### src/rtl/instr_fetch_queue.sv
// Fetch stage: one imem read per accepted PC, {pc, instr} buffered in a DEPTH-entry FIFO for decode.
// Latency: PC accept -> if_valid >= 3 cycles; one read outstanding; flush drops queued and in-flight data.
// Backpressure: pc_ready low while a fetch is outstanding, a dropped response is pending, or the FIFO is full. Optional MISALIGN_CHECK_EN.
module instr_fetch_queue #(
    parameter int INST_WIDTH = 32,
    parameter int ADDR_WIDTH = 32,
    parameter int DEPTH      = 4
) (
    input  logic                  clk,
    input  logic                  reset,
    input  logic [ADDR_WIDTH-1:0] pc_in,
    input  logic                  pc_valid,
    output logic                  pc_ready,
    output logic                  imem_req,
    output logic [ADDR_WIDTH-1:0] imem_addr,
    input  logic                  imem_ack,
    input  logic                  imem_rvalid,
    input  logic [INST_WIDTH-1:0] imem_rdata,
    input  logic                  flush,
    output logic                  if_valid,
    input  logic                  if_ready,
    output logic [ADDR_WIDTH-1:0] if_pc,
    output logic [INST_WIDTH-1:0] if_instr
`ifdef MISALIGN_CHECK_EN
    ,
    output logic                  if_misalign
`endif
);
    localparam int PW = $clog2(DEPTH);
    localparam int CW = PW + 1;
    localparam logic [CW-1:0] FULL_CNT = CW'(DEPTH);
    localparam logic [INST_WIDTH-1:0] NOP_INSTR = INST_WIDTH'(32'h0000_0013);

    typedef enum logic [1:0] {S_IDLE, S_REQ, S_WAIT} state_t;

    state_t                state_q, state_d;
    logic                  drop_q, drop_d;
    logic [ADDR_WIDTH-1:0] fetch_pc_q;
    logic [ADDR_WIDTH-1:0] addr_q;
    logic                  accept, push, pop;
    logic [ADDR_WIDTH-1:0] push_pc;
    logic [INST_WIDTH-1:0] push_instr;

    logic [ADDR_WIDTH-1:0] fifo_pc    [DEPTH];
    logic [INST_WIDTH-1:0] fifo_instr [DEPTH];
    logic [PW-1:0]         rd_ptr, wr_ptr;
    logic [CW-1:0]         count_q;

`ifdef MISALIGN_CHECK_EN
    logic misaligned;
    logic push_mis;
    logic fifo_mis [DEPTH];
    assign misaligned = |pc_in[1:0];
`endif

    // drop_q covers a flushed read still in flight; its response must drain before a new PC.
    assign pc_ready = !reset && (state_q == S_IDLE) && !flush && !drop_q && (count_q < FULL_CNT);
    assign accept   = pc_valid && pc_ready;
    assign pop      = if_valid && if_ready && !flush;

    always_comb begin
        state_d    = state_q;
        drop_d     = drop_q;
        push       = 1'b0;
        push_pc    = fetch_pc_q;
        push_instr = imem_rdata;
`ifdef MISALIGN_CHECK_EN
        push_mis   = 1'b0;
`endif
        case (state_q)
            S_IDLE: begin
                if (accept) begin
`ifdef MISALIGN_CHECK_EN
                    if (misaligned) begin
                        push       = 1'b1;
                        push_pc    = pc_in;
                        push_instr = NOP_INSTR;
                        push_mis   = 1'b1;
                    end else begin
                        state_d = S_REQ;
                    end
`else
                    state_d = S_REQ;
`endif
                end
            end
            S_REQ: begin
                if (flush) drop_d = 1'b1;
                if (imem_ack) state_d = S_WAIT;
            end
            S_WAIT: begin
                if (imem_rvalid) begin
                    push    = !drop_q && !flush;
                    drop_d  = 1'b0;
                    state_d = S_IDLE;
                end else if (flush) begin
                    drop_d = 1'b1;
                end
            end
            default: begin
                state_d = S_IDLE;
                drop_d  = 1'b0;
            end
        endcase
    end

    always_ff @(posedge clk) begin
        if (reset) begin
            state_q    <= S_IDLE;
            drop_q     <= 1'b0;
            addr_q     <= '0;
            fetch_pc_q <= '0;
        end else begin
            state_q <= state_d;
            drop_q  <= drop_d;
            if (accept && (state_d == S_REQ)) begin
                addr_q     <= {pc_in[ADDR_WIDTH-1:2], 2'b00};
                fetch_pc_q <= pc_in;
            end
        end
    end

    assign imem_req  = (state_q == S_REQ);
    assign imem_addr = addr_q;

    // A slot is guaranteed at accept time, so push never sees a full FIFO and never meets flush.
    always_ff @(posedge clk) begin
        if (reset || flush) begin
            rd_ptr  <= '0;
            wr_ptr  <= '0;
            count_q <= '0;
        end else begin
            if (push) wr_ptr <= wr_ptr + PW'(1);
            if (pop)  rd_ptr <= rd_ptr + PW'(1);
            if (push && !pop)      count_q <= count_q + CW'(1);
            else if (pop && !push) count_q <= count_q - CW'(1);
        end
    end

    always_ff @(posedge clk) begin
        if (push) begin
            fifo_pc[wr_ptr]    <= push_pc;
            fifo_instr[wr_ptr] <= push_instr;
`ifdef MISALIGN_CHECK_EN
            fifo_mis[wr_ptr]   <= push_mis;
`endif
        end
    end

    assign if_valid = (count_q != '0);
    assign if_pc    = if_valid ? fifo_pc[rd_ptr] : '0;
    assign if_instr = if_valid ? fifo_instr[rd_ptr] : '0;
`ifdef MISALIGN_CHECK_EN
    assign if_misalign = if_valid ? fifo_mis[rd_ptr] : 1'b0;
`endif

endmodule
### config.mk
export PLATFORM = sky130hd
export DESIGN_NAME = instr_fetch_queue
export DESIGN_NICKNAME = d
export VERILOG_FILES = /design/src/rtl/instr_fetch_queue.sv
export SDC_FILE = /design/constraint.sdc
export NUM_CORES = 1
export LEC_CHECK = 0
export ABC_CLOCK_PERIOD_IN_PS = 3600
export CORE_ASPECT_RATIO = 0.75
export CORE_MARGIN = 4
export CORE_UTILIZATION = 45
export DETAILED_ROUTE_END_ITERATION = 8
export GPL_ROUTABILITY_DRIVEN = 0
export PLACE_DENSITY = 0.68
export SYNTH_ARGS = -nofsm -noshare
export SYNTH_HDL_FRONTEND = slang
export SYNTH_SLANG_ARGS = --single-unit
### constraint.sdc
create_clock -name clk -period 3.6 [get_ports clk]
set_input_delay 0.72 -clock clk [delete_from_list [all_inputs] [get_ports clk]]
set_output_delay 0.72 -clock clk [all_outputs]
set_load 0.01 [all_outputs]
==> results.sh, run 1 <==
export IMPL_clkTransAtPathRegs_ps=60
export IMPL_wl_per_cell_um=20.3
export IMPL_setup_viol=0
export IMPL_drt_iter0_markers=324
export IMPL_num_rows=51
export IMPL_dp_cells=1113
export IMPL_io_buffers=167
export IMPL_synthMuxAreaShare=0.148
export IMPL_hold_end="fifo_pc[1][1]$_DFFE_PP_"
export IMPL_die_h_um=149
export IMPL_first_global_vias=6463
export IMPL_maxSlewViolCount=0
export IMPL_power_per_cell_area_nw_per_um2=469
export IMPL_grt_max_degree=69
export IMPL_drive_above_1_share=0.164
export IMPL_worst_ep_required_time_ps=2880
export IMPL_min_path_cells=0
export IMPL_hold_buffers=0
export IMPL_start_kind="register"
export IMPL_min_from="fetch_pc_q[1]$_SDFFE_PP0P_"
export IMPL_ant_nets=0
export IMPL_synthArstFlopShare=0
export IMPL_cp_data_arrival_time_ps=2580
export IMPL_synthAdderAreaFrac=0.0111
export IMPL_synthTopCellsByCount="edfxtp_1, and2_1, nand2b_1, mux4_2, dfxtp_1"
export IMPL_yosys_register_bits=300
export IMPL_relSlewSlack=0.649
export IMPL_synth_edf_count=256
export IMPL_ys_flop_type="edfxtp_1"
export IMPL_cts_tree="yes"
export IMPL_fin_util=0.570
export IMPL_htree_levels=1
export IMPL_end_kind="output port"
export IMPL_p_switching_uw=1340
export IMPL_dieArea_um2=29300
export IMPL_comb_power_share=0.036
export IMPL_skew_ps=9.05
export IMPL_ys_types=35
export IMPL_rr_worst_depth=10
export IMPL_multiInputGateArea_um2=3000
export IMPL_start_util=0.459
export IMPL_clock_path_buffers=3
export IMPL_antenna_found_initial=1
export IMPL_synth_compound_area_share=0.00574
export IMPL_fmax_ghz=0.303
export IMPL_yosysTopAreaCell="edfxtp_1"
export IMPL_core_area_um2=26100
export IMPL_synth_most_common_cell="edfxtp_1"
export IMPL_via_per_inst=5.13
export IMPL_grt_setup_unrepaired="no"
export IMPL_drv_cap=0
export IMPL_switching_share=0.193
export IMPL_routed_wl_mm=23.8
export IMPL_power_internal_uw=5630
export IMPL_instances_no_fill=1169
export IMPL_synth_simple_area_share=0.0803
export IMPL_leakage_uw=0.00476
export IMPL_synth_xor_area_share=0.00366
export IMPL_synth_area_leaders="edfxtp_1, mux4_2, dfxtp_1, and2_1, nand2b_1"
export IMPL_grt_overflow=0
export IMPL_ys_warn_count=0
export IMPL_ir_drop_uv=403
export IMPL_rr_endpoint="count_q[2]$_SDFFE_PP0P_"
export IMPL_crit_type="register to output port"
export IMPL_fill_cells=1985
export IMPL_die_w_um=196
export IMPL_cts_sinks=300
export IMPL_synth_area_um2=12000
export IMPL_r2r_start="count_q[2]$_SDFFE_PP0P_"
export IMPL_r2r_slack_ps=760
export IMPL_synth_cells=649
export IMPL_status="finished, final reports clean"
export IMPL_drt_pass1_iter_count=4
export IMPL_synth_top_family_by_area="multiplexers"
export IMPL_min_period_over_period=0.918
export IMPL_numCtsBuffers=29
export IMPL_area_sequential_um2=8580
export IMPL_finalNetCount=882
export IMPL_seqPwrFrac=0.548
export IMPL_insertion_delay_ps=530
export IMPL_ctsResizeCount=0
export IMPL_yosysSeqAreaShare=0.715
export IMPL_ioPinCount=170
export IMPL_hold_viol=0
export IMPL_vias=6000
export IMPL_fin_tns_setup_ps=0
export IMPL_netlist_area_leader_share=0.642
export IMPL_critPathMaxFanout=52
export IMPL_avgSynthCellArea_um2=18.5
export IMPL_worst_slew_pin_slew_ps=526
export IMPL_grt_pass1_wl_mm=37.0
export IMPL_clkPwrFrac=0.415
export IMPL_min_period_ps=3300
export IMPL_dp_hpwl_mm=15.3
export IMPL_grt_util_all_layers=0.161
export IMPL_drc=0
export IMPL_syn_to_final_growth_pct=24.1
export IMPL_root_buffer="clkbuf_16"
export IMPL_worstHoldPathType="register to register"
==> how the worst max path moves through the flow <==
stage | cells after the start | slack (ps) | from | endpoint
6_report | 4 | 300 | count_q[2]$_SDFFE_PP0P_ | if_pc[20]
5_1_grt | 4 | 150 | register | if_pc[13]
4_1_cts | 4 | 80 | register | if_pc[13]
3_5_place_dp | 8 | 630 | flush | count_q[2]$_SDFFE_PP0P_
3_3_place_gp | 4 | 670 | register | if_pc[18]
2_1_floorplan | 3 | 410 | flush | fifo_instr[1][0]$_DFFE_PP_
==> critical path, cell delays in order (launching register included) <==
cell	delay [ps]
dfxtp_1	360
or3_2	680
buf_12	270
and2_1	210
clkdlybuf4s50_1	500
==> through the flow <==
step / hold WS (ps) / worst slack [ps] / instance area, µm² / power, µW
finish: 506 / 296 / 14900 / 6980
CTS: 509 / 83.5 / 14800 / 7040
floorplan: 461 / 409 / 12000 / 4020
global placement: 484 / 670 / 13900 / 4140
global route: 526 / 154 / 14900 / 7220
detailed placement: 491 / 631 / 13900 / 4150
==> per-layer routing <==
layer	share of wire	routed length, µm	vias to the layer above	global-route usage
met5	0.00055	13	-	0
met4	0.015	352	2	0.0265
met3	0.058	1370	33	0.0357
met2	0.46	11000	155	0.257
met1	0.46	11000	3073	0.235
li1	-	-	2737	-
==> flip-flops by register name, summed over array words and instances, names as in the netlist, named ones only <==
register and cells:
drop_q 1, fifo_instr 128, rd_ptr 2, fetch_pc_q 32, wr_ptr 2, count_q 3, state_q 2, fifo_pc 128
==> final cells by class <==
| type | instances | share of cell area |
|---|---|---|
| clock buffers | 35 | 0.0503 |
| clock inverters | 18 | 0.0111 |
| multi-input cells | 279 | 0.202 |
| diodes | 2 | 0.000337 |
| flip-flops and latches | 300 | 0.577 |
| repair buffers | 185 | 0.129 |
| inverters | 6 | 0.00152 |
| well taps | 344 | 0.0290 |
==> cell families (layout without fill, tap and decap cells) <==
| logic type | after synthesis | in the layout |
|---|---|---|
| flops | 300 | 300 |
| simple gates | 154 | 154 |
| mux | 97 | 97 |
| compound gates | 11 | 11 |
| buf+inv | 71 | 244 |
| xor+xnor | 5 | 5 |
| other cells | 1 | 4 |
| fa+ha+maj | 10 | 10 |
==> power by group through the flow <==
stage          logic (µW)  clock network (µW)  registers (µW)
5_1_grt               272                3120            3830
3_5_place_dp          253                   0            3900
6_report              252                2900            3830
2_1_floorplan         128                   0            3890
4_1_cts               255                2960            3830
3_3_place_gp          244                   0            3900
==> placed cells by master, fill, tap and decap left out, drive strengths merged, types with 2 or more instances in the layout <==
master	Yosys	final
conb	1	2
nor3	2	2
dfxtp	44	44
or2	2	2
xor2	4	4
clkbuf	22	36
a211oi	2	2
diode	0	2
a21oi	4	4
nand2b	65	65
nor2	8	8
ha	9	9
nor2b	2	2
mux4	64	64
and2	68	68
edfxtp	256	256
inv	6	7
clkdlybuf4s50	0	166
or3	2	2
buf	43	18
o21ai	2	2
mux2i	33	33
bufinv	0	3
clkinv	0	13
==> repair_timing <==
action / CTS / global route
endpoints found under the setup margin: 0 / 6
buffers inserted: 0 / 1
hold endpoints to repair: 0 / 0
Power figures use the tool's default switching activity.
==> inputs of run 2 (changes only) <==
--- a/config.mk
+++ b/config.mk
@@ -7,11 +7,12 @@
 export LEC_CHECK = 0
 export ABC_CLOCK_PERIOD_IN_PS = 3600
 export CORE_ASPECT_RATIO = 0.75
-export CORE_MARGIN = 4
+export CORE_MARGIN = 10
 export CORE_UTILIZATION = 45
 export DETAILED_ROUTE_END_ITERATION = 8
 export GPL_ROUTABILITY_DRIVEN = 0
 export PLACE_DENSITY = 0.68
+export SLEW_MARGIN = 20
 export SYNTH_ARGS = -nofsm -noshare
 export SYNTH_HDL_FRONTEND = slang
 export SYNTH_SLANG_ARGS = --single-unit
==> run 2 against run 1 <==
Sequential power about the same. Non-clock buffer count down 3. Sequential cell count unchanged. Critical path type unchanged. Sequential share of layout area about the same. Cell count down 0.60%. Utilization about the same. Worst hold slack better by 14 ps. First-iteration DRC count up 11%. Total power up 2.7%.
==> results.sh, run 2 (synthesis gave the netlist of run 1 again) <==
export IMPL_hold_buffers=0
export IMPL_insertion_delay_ps=530
export IMPL_clkTransAtPathRegs_ps=60
export IMPL_grt_overflow=0
export IMPL_worstHoldPathType="register to register"
export IMPL_relSlewSlack=0.659
export IMPL_die_h_um=161
export IMPL_diodes=0
export IMPL_die_w_um=208
export IMPL_final_cell_mix="edfxtp_1, clkdlybuf4s50_1, nand2b_1"
export IMPL_crit_chain="buf_4 > mux4_2 > and2_1 > clkdlybuf4s50_1"
export IMPL_dp_hpwl_mm=15.9
export IMPL_crit_slowest_cell="dfxtp_4"
export IMPL_grt_util_all_layers=0.145
export IMPL_maxSlewViolCount=0
export IMPL_setup_viol=0
export IMPL_first_global_vias=6489
export IMPL_leakage_uw=0.00477
export IMPL_crit_type="register to output port"
export IMPL_drive_above_1_share=0.164
export IMPL_fin_tns_setup_ps=0
export IMPL_ctsResizeCount=0
export IMPL_via_per_inst=5.18
export IMPL_io_buffers=167
export IMPL_worst_slew_pin_slew_ps=511
export IMPL_area_sequential_um2=8580
export IMPL_syn_to_final_growth_pct=24.2
export IMPL_post_cts_buffers=0
export IMPL_htree_levels=1
export IMPL_rr_worst_depth=9
export IMPL_cp_top_family="buffers and inverters"
export IMPL_grt_pass1_wl_mm=38.8
export IMPL_worst_ep_required_time_ps=2880
export IMPL_final_common_cell="edfxtp_1"
export IMPL_min_path_cells=0
export IMPL_path_depth=4
export IMPL_end_kind="output port"
export IMPL_drc=0
export IMPL_hold_viol=0
export IMPL_r2r_slack_ps=830
export IMPL_vias=6023
export IMPL_root_buffer="clkbuf_16"
export IMPL_core_area_um2=26100
export IMPL_fin_util=0.570
export IMPL_cts_sinks=300
export IMPL_drv_cap=0
export IMPL_ioPinCount=170
export IMPL_antenna_found_initial=0
export IMPL_start_util=0.459
export IMPL_grt_setup_unrepaired="no"
export IMPL_min_period_over_period=0.944
export IMPL_critPathMaxFanout=15
export IMPL_start_kind="register"
export IMPL_fill_cells=1956
export IMPL_drt_iter0_markers=361
export IMPL_min_period_ps=3400
export IMPL_fmax_ghz=0.294
export IMPL_finalNetCount=879
export IMPL_drt_pass1_iter_count=4
export IMPL_multiInputGateArea_um2=3000
export IMPL_setup_worst_path_end="if_pc[14]"
export IMPL_reg_top3="fifo_instr (128), fifo_pc (128), fetch_pc_q (32)"
export IMPL_critPathBufInv=2
export IMPL_status="finished, final reports clean"
export IMPL_r2r_start="count_q[2]$_SDFFE_PP0P_"
export IMPL_cp_slowest_stage_delay_ps=550
export IMPL_ir_drop_uv=307
export IMPL_grt_max_degree=69
export IMPL_wl_per_cell_um=21.4
export IMPL_skew_ps=11.5
export IMPL_numCtsBuffers=29
export IMPL_ant_nets=0
export IMPL_power_per_cell_area_nw_per_um2=482
export IMPL_cp_data_arrival_time_ps=2680
export IMPL_routed_wl_mm=24.9
export IMPL_clock_path_buffers=3
export IMPL_num_rows=51
export IMPL_cts_tree="yes"
export IMPL_dieArea_um2=33600
export IMPL_rr_endpoint="count_q[2]$_SDFFE_PP0P_"
run 2: cell types whose count changed in the layout (fill, tap and decap cells not counted), moves of 2 or more:
cell	before	now
diode_2	2	0
clkbuf_8	0	6
clkinv_1	7	4
clkinv_2	6	2
run 2: area by class of cell:
cell class / instances / area share
timing repair buffer: 182 / 0.126
clock buffer: 40 / 0.0556
sequential: 300 / 0.577
inverter: 6 / 0.00151
clock inverter: 11 / 0.0103
tap: 344 / 0.0289
multi-input combinational: 279 / 0.202
run 2: worst register-to-register path: stages (launching register included):
cell and delay, ps:
dfxtp_1 350, or3_2 750, nand2_1 230, or2_1 120
ha_1 170, inv_1 70, fa_1 380, xor2_1 180
or3_1 300, a21oi_1 140
run 2: stage by stage:
stage	area (µm²)	std cells	power (µW)	worst slack [ps]	hold slack, ps
after global routing	14900	1162	7400	52.0	541
after global placement	13900	1111	4140	630	487
after floorplan	12000	650	4020	409	461
final	14900	1162	7160	200	520
after detailed placement	13900	1111	4160	613	504
after CTS	14900	1162	7230	123	519
run 2: how the worst min path moves through the flow:
stage / slack, ps / to / from
3_3_place_gp: 490 / fifo_pc[2][1]$_DFFE_PP_ / fetch_pc_q[1]$_SDFFE_PP0P_
2_1_floorplan: 460 / fifo_pc[0][0]$_DFFE_PP_ / fetch_pc_q[0]$_SDFFE_PP0P_
4_1_cts: 520 / fifo_pc[3][1]$_DFFE_PP_ / fetch_pc_q[1]$_SDFFE_PP0P_
3_5_place_dp: 500 / fifo_pc[1][1]$_DFFE_PP_ / fetch_pc_q[1]$_SDFFE_PP0P_
5_1_grt: 540 / fifo_pc[1][5]$_DFFE_PP_ / fetch_pc_q[5]$_SDFFE_PP0P_
6_report: 520 / fifo_pc[2][1]$_DFFE_PP_ / fetch_pc_q[1]$_SDFFE_PP0P_
run 2: report_power, final:
part	internal (µW)	switching [µW]
registers	3790	36.4
logic	152	103
clock network	1880	1210
total	5820	1350
run 2: routing by layer:
layer / vias to the layer above / routed length (µm) / GRT usage
met4: 0 / 337 / 0.0273
li1: 2735 / - / -
met2: 180 / 11600 / 0.233
met5: - / 0 / 0
met3: 27 / 1870 / 0.0384
met1: 3081 / 11000 / 0.195
